**config.mk**
```make
export PLATFORM = sky130hd
export DESIGN_NAME = rs_syndrome_calc
export DESIGN_NICKNAME = d
export VERILOG_FILES = /design/src/rtl/rs_syndrome_calc.sv
export SDC_FILE = /design/constraint.sdc
export NUM_CORES = 1
export LEC_CHECK = 0
export ABC_AREA = 1
export ABC_CLOCK_PERIOD_IN_PS = 2000
export BUFFER_PORTS_ARGS = -buffer_cell sky130_fd_sc_hd__clkbuf_2
export CELL_PAD_IN_SITES_DETAIL_PLACEMENT = 1
export CELL_PAD_IN_SITES_GLOBAL_PLACEMENT = 1
export CORE_ASPECT_RATIO = 1.1
export CORE_MARGIN = 5
export CORE_UTILIZATION = 37
export DETAILED_ROUTE_END_ITERATION = 6
export GPL_ROUTABILITY_DRIVEN = 0
export PLACE_DENSITY = 0.82
export SETUP_SLACK_MARGIN = 0.2
export SLEW_MARGIN = 20
export SYNTH_ARGS = -nofsm -noshare
export SYNTH_HDL_FRONTEND = slang
export SYNTH_SLANG_ARGS = --single-unit
```
**constraint.sdc**
```tcl
create_clock -name clk -period 2 [get_ports clk]
set_input_delay 0 -clock clk [delete_from_list [all_inputs] [get_ports clk]]
set_output_delay 0 -clock clk [all_outputs]
set_load 0.005 [all_outputs]
```
**src/rtl/rs_syndrome_calc.sv**
```systemverilog
`default_nettype none
// ============================================================================
// Package : rs_gf_pkg
// Purpose : GF(2^10) arithmetic shared by the RS(128,116) decoder stages.
//           Field generated by the primitive polynomial x^10 + x^3 + 1.
// Revision: 1.0 - initial release
// ============================================================================
package rs_gf_pkg;

  localparam int GF_M = 10;
  // Low-order terms of the primitive polynomial (x^10 folds back onto x^3+1)
  localparam logic [GF_M-1:0] GF_POLY_LO = 10'h009;

  // Shift-and-add multiply with modular reduction after every shift.
  // With one operand constant this collapses to a small XOR network.
  function automatic logic [GF_M-1:0] MULTGF(input logic [GF_M-1:0] a,
                                             input logic [GF_M-1:0] b);
    logic [GF_M-1:0] p;
    logic [GF_M-1:0] x;
    p = '0;
    x = a;
    for (int i = 0; i < GF_M; i++) begin
      if (b[i]) p = p ^ x;
      x = {x[GF_M-2:0], 1'b0} ^ (x[GF_M-1] ? GF_POLY_LO : '0);
    end
    return p;
  endfunction

  // alpha^n, built by repeated multiplication by alpha (= x); used only at
  // elaboration time to derive the Horner constants.
  function automatic logic [GF_M-1:0] alpha_pow(input int n);
    logic [GF_M-1:0] r;
    r = {{(GF_M-1){1'b0}}, 1'b1};
    for (int i = 0; i < n; i++) begin
      r = MULTGF(r, {{(GF_M-2){1'b0}}, 2'b10});
    end
    return r;
  endfunction

endpackage

// ============================================================================
// Module  : rs_syndrome_calc
// Purpose : Syndrome front end of the RS(128,116) decoder over GF(2^10).
//           Evaluates S_j = r(alpha^(FCR+j-1)), j = 1..2T, by Horner's rule
//           on a codeword streamed highest-degree symbol first, and hands the
//           syndrome vector downstream through a valid/ready register.
// Ports   : clk, rst        - clock (rising edge), synchronous active-high reset
//           in_data/_valid  - received symbol stream
//           in_sop          - first symbol of a codeword (qualified by valid)
//           in_ready        - symbol accepted this cycle (state-only)
//           synd_data       - 2T syndromes, S_1 in the low PREST bits
//           synd_valid/_ready - output handshake, data held until accepted
//           synd_nz         - OR of all syndromes (0 = error-free codeword)
//           sop_err         - one-cycle pulse when a codeword is aborted by
//                             an early in_sop
// Revision: 1.0 - initial release
// ============================================================================
module rs_syndrome_calc
  import rs_gf_pkg::*;
#(
  parameter int N     = 128,
  parameter int K     = 116,
  parameter int PREST = 10,
  parameter int FCR   = 1
) (
  input  logic                           clk,
  input  logic                           rst,
  input  logic [PREST-1:0]               in_data,
  input  logic                           in_valid,
  input  logic                           in_sop,
  output logic                           in_ready,
  output logic [2*((N-K)/2)*PREST-1:0]   synd_data,
  output logic                           synd_valid,
  input  logic                           synd_ready,
  output logic                           synd_nz,
  output logic                           sop_err
);

  localparam int T    = (N - K) / 2;
  localparam int NSYN = 2 * T;

  localparam logic [1:0] S_IDLE  = 2'd0;
  localparam logic [1:0] S_ACCUM = 2'd1;
  localparam logic [1:0] S_DONE  = 2'd2;

  localparam logic [7:0] C_N = 8'(N);

  logic [1:0]                        state_q, state_d;
  logic [7:0]                        cnt_q, cnt_d;
  logic [NSYN-1:0][PREST-1:0]        acc_q, acc_d;
  logic [NSYN-1:0][PREST-1:0]        horner_w;
  logic [NSYN*PREST-1:0]             synd_data_q, synd_data_d;
  logic                              synd_valid_q, synd_valid_d;
  logic                              synd_nz_q, synd_nz_d;
  logic                              sop_err_q, sop_err_d;
  logic                              accept_w;

  // in_ready depends on the registered state only
  assign in_ready = (state_q != S_DONE);
  assign accept_w = in_valid & in_ready;

  // One Horner step per syndrome: acc * alpha^(FCR+j-1) + r_i
  for (genvar j = 0; j < NSYN; j++) begin : g_horner
    localparam logic [PREST-1:0] C_ALPHA = alpha_pow(FCR + j);
    assign horner_w[j] = MULTGF(acc_q[j], C_ALPHA) ^ in_data;
  end

  always_comb begin
    state_d      = state_q;
    cnt_d        = cnt_q;
    acc_d        = acc_q;
    synd_data_d  = synd_data_q;
    synd_valid_d = synd_valid_q;
    synd_nz_d    = synd_nz_q;
    sop_err_d    = 1'b0;

    // Output register empties on handshake unless DONE refills it below
    if (synd_valid_q && synd_ready) synd_valid_d = 1'b0;

    case (state_q)
      S_IDLE: begin
        if (accept_w && in_sop) begin
          acc_d   = {NSYN{in_data}};
          cnt_d   = 8'd1;
          state_d = S_ACCUM;
        end
      end

      S_ACCUM: begin
        if (accept_w) begin
          if (in_sop) begin
            // Early start of a new codeword: drop the partial one
            sop_err_d = 1'b1;
            acc_d     = {NSYN{in_data}};
            cnt_d     = 8'd1;
          end else begin
            acc_d = horner_w;
            cnt_d = cnt_q + 8'd1;
            if (cnt_q + 8'd1 == C_N) state_d = S_DONE;
          end
        end
      end

      S_DONE: begin
        if (!synd_valid_q || synd_ready) begin
          synd_data_d  = acc_q;
          synd_valid_d = 1'b1;
          synd_nz_d    = |acc_q;
          cnt_d        = 8'd0;
          state_d      = S_IDLE;
        end
      end

      default: begin
        state_d = S_IDLE;
      end
    endcase
  end

  always_ff @(posedge clk) begin
    if (rst) begin
      state_q      <= S_IDLE;
      cnt_q        <= 8'd0;
      acc_q        <= '0;
      synd_data_q  <= '0;
      synd_valid_q <= 1'b0;
      synd_nz_q    <= 1'b0;
      sop_err_q    <= 1'b0;
    end else begin
      state_q      <= state_d;
      cnt_q        <= cnt_d;
      acc_q        <= acc_d;
      synd_data_q  <= synd_data_d;
      synd_valid_q <= synd_valid_d;
      synd_nz_q    <= synd_nz_d;
      sop_err_q    <= sop_err_d;
    end
  end

  assign synd_data  = synd_data_q;
  assign synd_valid = synd_valid_q;
  assign synd_nz    = synd_nz_q;
  assign sop_err    = sop_err_q;

endmodule
`default_nettype wire

```
# Word level (Yosys, flattened, before mapping)
# Index checks and enable logic that the tools add are counted.
classes:
  n_reduce_logical: 13
  n_addsub: 1
  mux: 76
  bitwise_logic: 75
  eq_ne: 9
op_table:
  columns: ["operator", "count"]
  rows:
  - ["$xor 10x4->10", 57]
  - ["$mux 120", 3]
  - ["$pmux 120 s2", 1]
  - ["$mux 4", 57]
  - ["$xor 10x10->10", 15]
  - ["$reduce_or 120->1", 1]
  - ["$mux 8", 4]
  - ["$pmux 8 s3", 1]
  - ["$ne 2x2->1 const B", 6]
  - ["$mux 2", 5]
  - ["$add 8x1->8 const B", 1]
  - ["$eq 8x8->1 const B", 1]
  - ["$pmux 2 s3", 1]
  - ["$reduce_and 5->1", 1]
  - ["$mux 1", 4]
  - ["$reduce_and 4->1", 1]
  - ["$reduce_and 3->1", 1]
  - ["$reduce_bool 3->1", 1]
  - ["$reduce_or 3->1", 1]
  - ["$eq 2x1->1 const B", 1]
  - ["$eq 2x2->1 const B", 1]
  - ["$logic_and 1x1->1", 2]
  - ["$logic_not 2->1", 1]
  - ["$not 1->1", 2]
  - ["other kinds (5)", 5]
word_totals:
  regBits: 253
  word_cells: 192

# Depth between registers and ports, before layout
depth:
  depth_word: 22
  mapped_depth: 13

# Worst setup path before layout
# Ideal clock, no wire load.
synth_timing:
  kind: "register -> register"
  start: "register state_q[0]"
  end: "register acc_q[102] (netlist bit)"
  n_path_buf: 2
  arrival_ps: 1572
  t_required_ps: 1883
  setup_time_ps: 117
  path_stages_with_launch: 14
  slack_ps: 311
  cell_sequence: "dfxtp_1 -> inv_1 -> ha_1 -> inv_2 -> nand2_1 -> nand2_1 -> o21a_1 -> nand2_2 -> inv_2 -> buf_6 -> buf_2 -> o21ai_0 -> a21oi_1 -> nor2_1"
synth_via:
  elab_chain_cells: 5
  elab_cells_between_ends: 10
synth_lines:
  columns: ["element", "line_no", "rtl"]
  rows:
  - ["from (decl)", "89", "logic [1:0] state_q, state_d;"]
  - ["from (signal assigned)", "171", "state_q <= state_d;"]
  - ["$ne 2x2->1 *", "100", "assign in_ready = (state_q != S_DONE);"]
  - ["via in_ready", "72", "output logic in_ready,"]
  - ["$and 1x1->1 *", "101", "assign accept_w = in_valid & in_ready;"]
  - ["$logic_and 1x1->1", "123", "if (accept_w && in_sop) begin"]
  - ["$ne 2x2->1 (no source line)", null, null]
  - ["$reduce_and 3->1 (no source line) *", null, null]
  - ["to (signal assigned)", "165", "acc_q <= '0;"]
  - ["to (signal assigned)", "173", "acc_q <= acc_d;"]
  - ["to (decl)", "91", "logic [NSYN-1:0][PREST-1:0] acc_q, acc_d;"]
# Mark *: on every way through the listed nets, which the timed path passes. The rest lies on a longest branch.
# A chain may end at the register's enable or synchronous reset.

# Worst setup path in the final report
layout_timing:
  start: "register state_q[0]"
  end: "register acc_q[63] (netlist bit)"
layout_via:
  elab_chain_cells: 5
  elab_cells_between_ends: 10
layout_lines:
  columns: ["element", "line_no"]
  rows:
  - ["$ne 2x2->1", "100"]
  - ["$and 1x1->1", "101"]
  - ["$logic_and 1x1->1", "123"]
  - ["$ne 2x2->1 (no source line)", null]
  - ["$reduce_and 3->1 (no source line)", null]
# Several ways; a longest one is shown, not always the timed one.

==> reports/metrics.yaml <==
timing:
  fmax_mhz: 505
  setup_tns_ns: 0
  post-route-period-util: 0.990
  clock-skew-final_ns: 0.0141
  final_hold_viol_count: 0
  grt_setup_unrepaired: "yes"
  report.final.setup_viol: 0
  tightestPinTransition_ns: 0.776
  finalMaxSlewViolations: 0
  relSlewSlack: 0.483
  final_critical_path_setup_slack_ns: 0.0209
  post-route-min-period_ns: 1.98
cells_and_area:
  antennaDiodeCount: 0
  design.final.nets: 1730
  layout_commonest_cell: "dfxtp_1"
  final_core_utilization: 0.484
  most-common-layout-cells: "dfxtp_1 (250), nor2_1 (217), a21oi_1 (208)"
  final_layout_size_suffix_gt1_frac: 0.195
  area.growth.synth_to_final_pct: 29.2
  post-route-cell-area_um2: 14800
clocking:
  ctsRootBufferMaster: "clkbuf_16"
  cts_tree: "yes"
  worstSkewPairLatency_ns: 0.56
  clock_tree.buffer_depth: 3
  clkSlewWorstSetupHoldPaths_ns: 0.07
  cts-buffers-inserted: 28
  htree_num_levels: 1
  numClockSinks: 253
die:
  die-height_um: 194
  std_cell_rows: 67
  chipWidth_um: 178
  die_area_um2: 34500
  pin_count: 139
  initial_utilization: 0.374
  core-area_um2: 30500
worst_setup_path:
  worstPathCellList: "inv_2 -> ha_2 -> inv_2 -> nand2_4 -> nand2_4 -> o21a_1 -> nand2_4 -> inv_8 -> buf_12 -> clkbuf_16 -> o21ai_0 -> nor2_1"
  worst_setup_path_end_kind: "flip-flop"
  slowest_stage: "dfxtp_2"
  critical_path_source_type: "flip-flop"
  r2r_end: "acc_q[63]"
  r2r.worst_path.cells: 12
  crit_type: "flip-flop to flip-flop"
  rrSetupSlack_ns: 0.02
  timing.critical_path.fanout_max: 9
  worst_path_required_time_ns: 2.44
  timing.critical_path.slowest_cell_delay_ns: 0.33
  worstReg2RegStart: "state_q[0]"
  crit_arrival_ns: 2.42
  cp_common_cell: "nand2_4"
place:
  dp_hpwl_um: 24300
  post_dp_cell_area_um2: 12400
  place_worst_setup_slack_ns: -0.0409
  port-buffer-count: 138
drt:
  detailroute.via_count: 11913
  avg_wl_per_cell_um: 21.0
  drc: 0
  drt_first_pass_iters: 5
  drt-vias-per-instance: 5.56
  overall_routed_net_length_um: 45000
  antenna_left: 0
  initialDrtViolationCount: 824
logic_synthesis:
  netlist_instances: 1567
  avgSynthCellArea_um2: 7.29
  synth_edf_count: 0
  synth.net_count: 1587
  syn-cell-area_um2: 11400
  yosys_warnings: 0
  synth_top_area_frac: 0.443
  synthDominantAreaCellType: "dfxtp_1"
  yosys_register_bits: 253
  asyncSetResetFlopFracSynth: 0
  synthTopCellsByArea: "dfxtp_1 (44%), o21ai_0 (13%), a21oi_1 (9.7%)"
  yosysSeqAreaShare: 0.443
  synth_flop_cell: "dfxtp_1"
  ys_types: 32
global_routing:
  grt_overflow_total: 0
  antenna_found_initial: 0
  grt_pass1_wl_um: 62300
  pin_count_of_the_biggest_net_entering_global_routing: 97
  global_route.usage.total: 0.220
  grt_pass1_vias: 11556
hold_path:
  worst_hold_path.num_cells: 7
  hold_path_class: "input pin to flip-flop"
  hold_path.startpoint: "in_sop"
  worstHoldEndpoint: "state_q[1]"
power:
  power.leakage_nw: 5.97
  cellPowerDensity_nw_per_um2: 1100
  report.power.total_mw: 16.3
  power.ir.vdd_worst_mv: 0.645
job:
  count_of_max_cap_constraint_violations: 0
run_status:
  run_status: "completed"
flip-flops by register name, summed over array words and instances (netlist names):
register / count
synd_data: 120
sop_err: 1
synd_nz: 1
state_q: 2
synd_valid: 1
acc_q: 120
cnt_q: 8
layout make-up:
class                   instances  area, um2
fillers                      3796      15800
multi-input cells            1103       5700
flip-flops and latches        253       5070
repair buffers                221       2040
clock buffers                  44        872
well taps                     414        518
inverters                     101        407
clock inverters                 6        133
repair inverters                2       20.0
worst max path at each step:
stage	end	startpoint	cells after the start	slack, ns
2_1_floorplan	acc_q[102]	state_q[0]	13	0.31
4_1_cts	acc_q[23]	state_q[0]	12	0.18
5_1_grt	acc_q[68]	state_q[0]	10	-0.04
3_3_place_gp	acc_q[70]	state_q[0]	12	0.12
3_5_place_dp	acc_q[75]	state_q[0]	12	-0.04
6_report	acc_q[63]	state_q[0]	12	0.02
per-stage QoR:
step | hold slack [ns] | std cells
after detailed placement | 0.333 | 2035
after CTS | 0.0518 | 2106
after global placement | 0.321 | 2035
final | 0.0633 | 2144
after global routing | 0.108 | 2144
after floorplan | 0.166 | 1567
Yosys cell counts, types with 2 or more instances:
cell,instances
a21oi_1,222
buf_1,2
buf_2,48
buf_4,5
buf_6,6
clkbuf_1,49
dfxtp_1,253
ha_1,5
inv_1,96
inv_2,4
nand2_1,168
nand3_1,50
nand3b_1,2
nand4_1,14
nor2_1,219
nor2_2,2
nor3_1,6
nor4_1,2
o211ai_1,2
o21ai_0,295
o21ai_1,18
or2_2,9
xnor2_1,12
xor2_1,70
cells by family (layout without fill, tap and decap cells):
family	after synthesis	after routing	share of synthesized area
xor+xnor	82	82	0.0629
fa+ha+maj	5	5	0.00548
compound gates	542	542	0.239
simple gates	474	474	0.169
flops	253	253	0.443
buf+inv	211	374	0.0802
power by group:
part	internal [mW]	total [mW]	switching [mW]	leakage, nW
Combinational	1.78	4.26	2.48	3.41
Sequential	5.57	6.35	0.781	2.07
Clock	3.48	5.70	2.21	0.490
Total	10.8	16.3	5.48	5.97
timing repair:
item	CTS	global route
hold buffers	4	0
buffers inserted	8	19
gates cloned	9	19
endpoints found under the setup margin	107	129
gates resized for setup	31	160
hold endpoints to repair	26	0
pin swaps	1	26
critical path: cells and delay by family (launching register included):
kind / cells / cell delay (ns)
simple gates: 4 / 0.39
buf+inv: 5 / 0.54
compound gates: 2 / 0.38
flops: 1 / 0.33
fa+ha+maj: 1 / 0.21
layer usage:
metal,GRT usage,routed length (um),up-vias
li1,-,-,5497
met3,0.0352,2900,164
met1,0.272,17600,5809
met2,0.389,22200,443
met5,0,0,-
met4,0.0685,2270,0
Note: power is estimated with default switching activity, not from simulation.
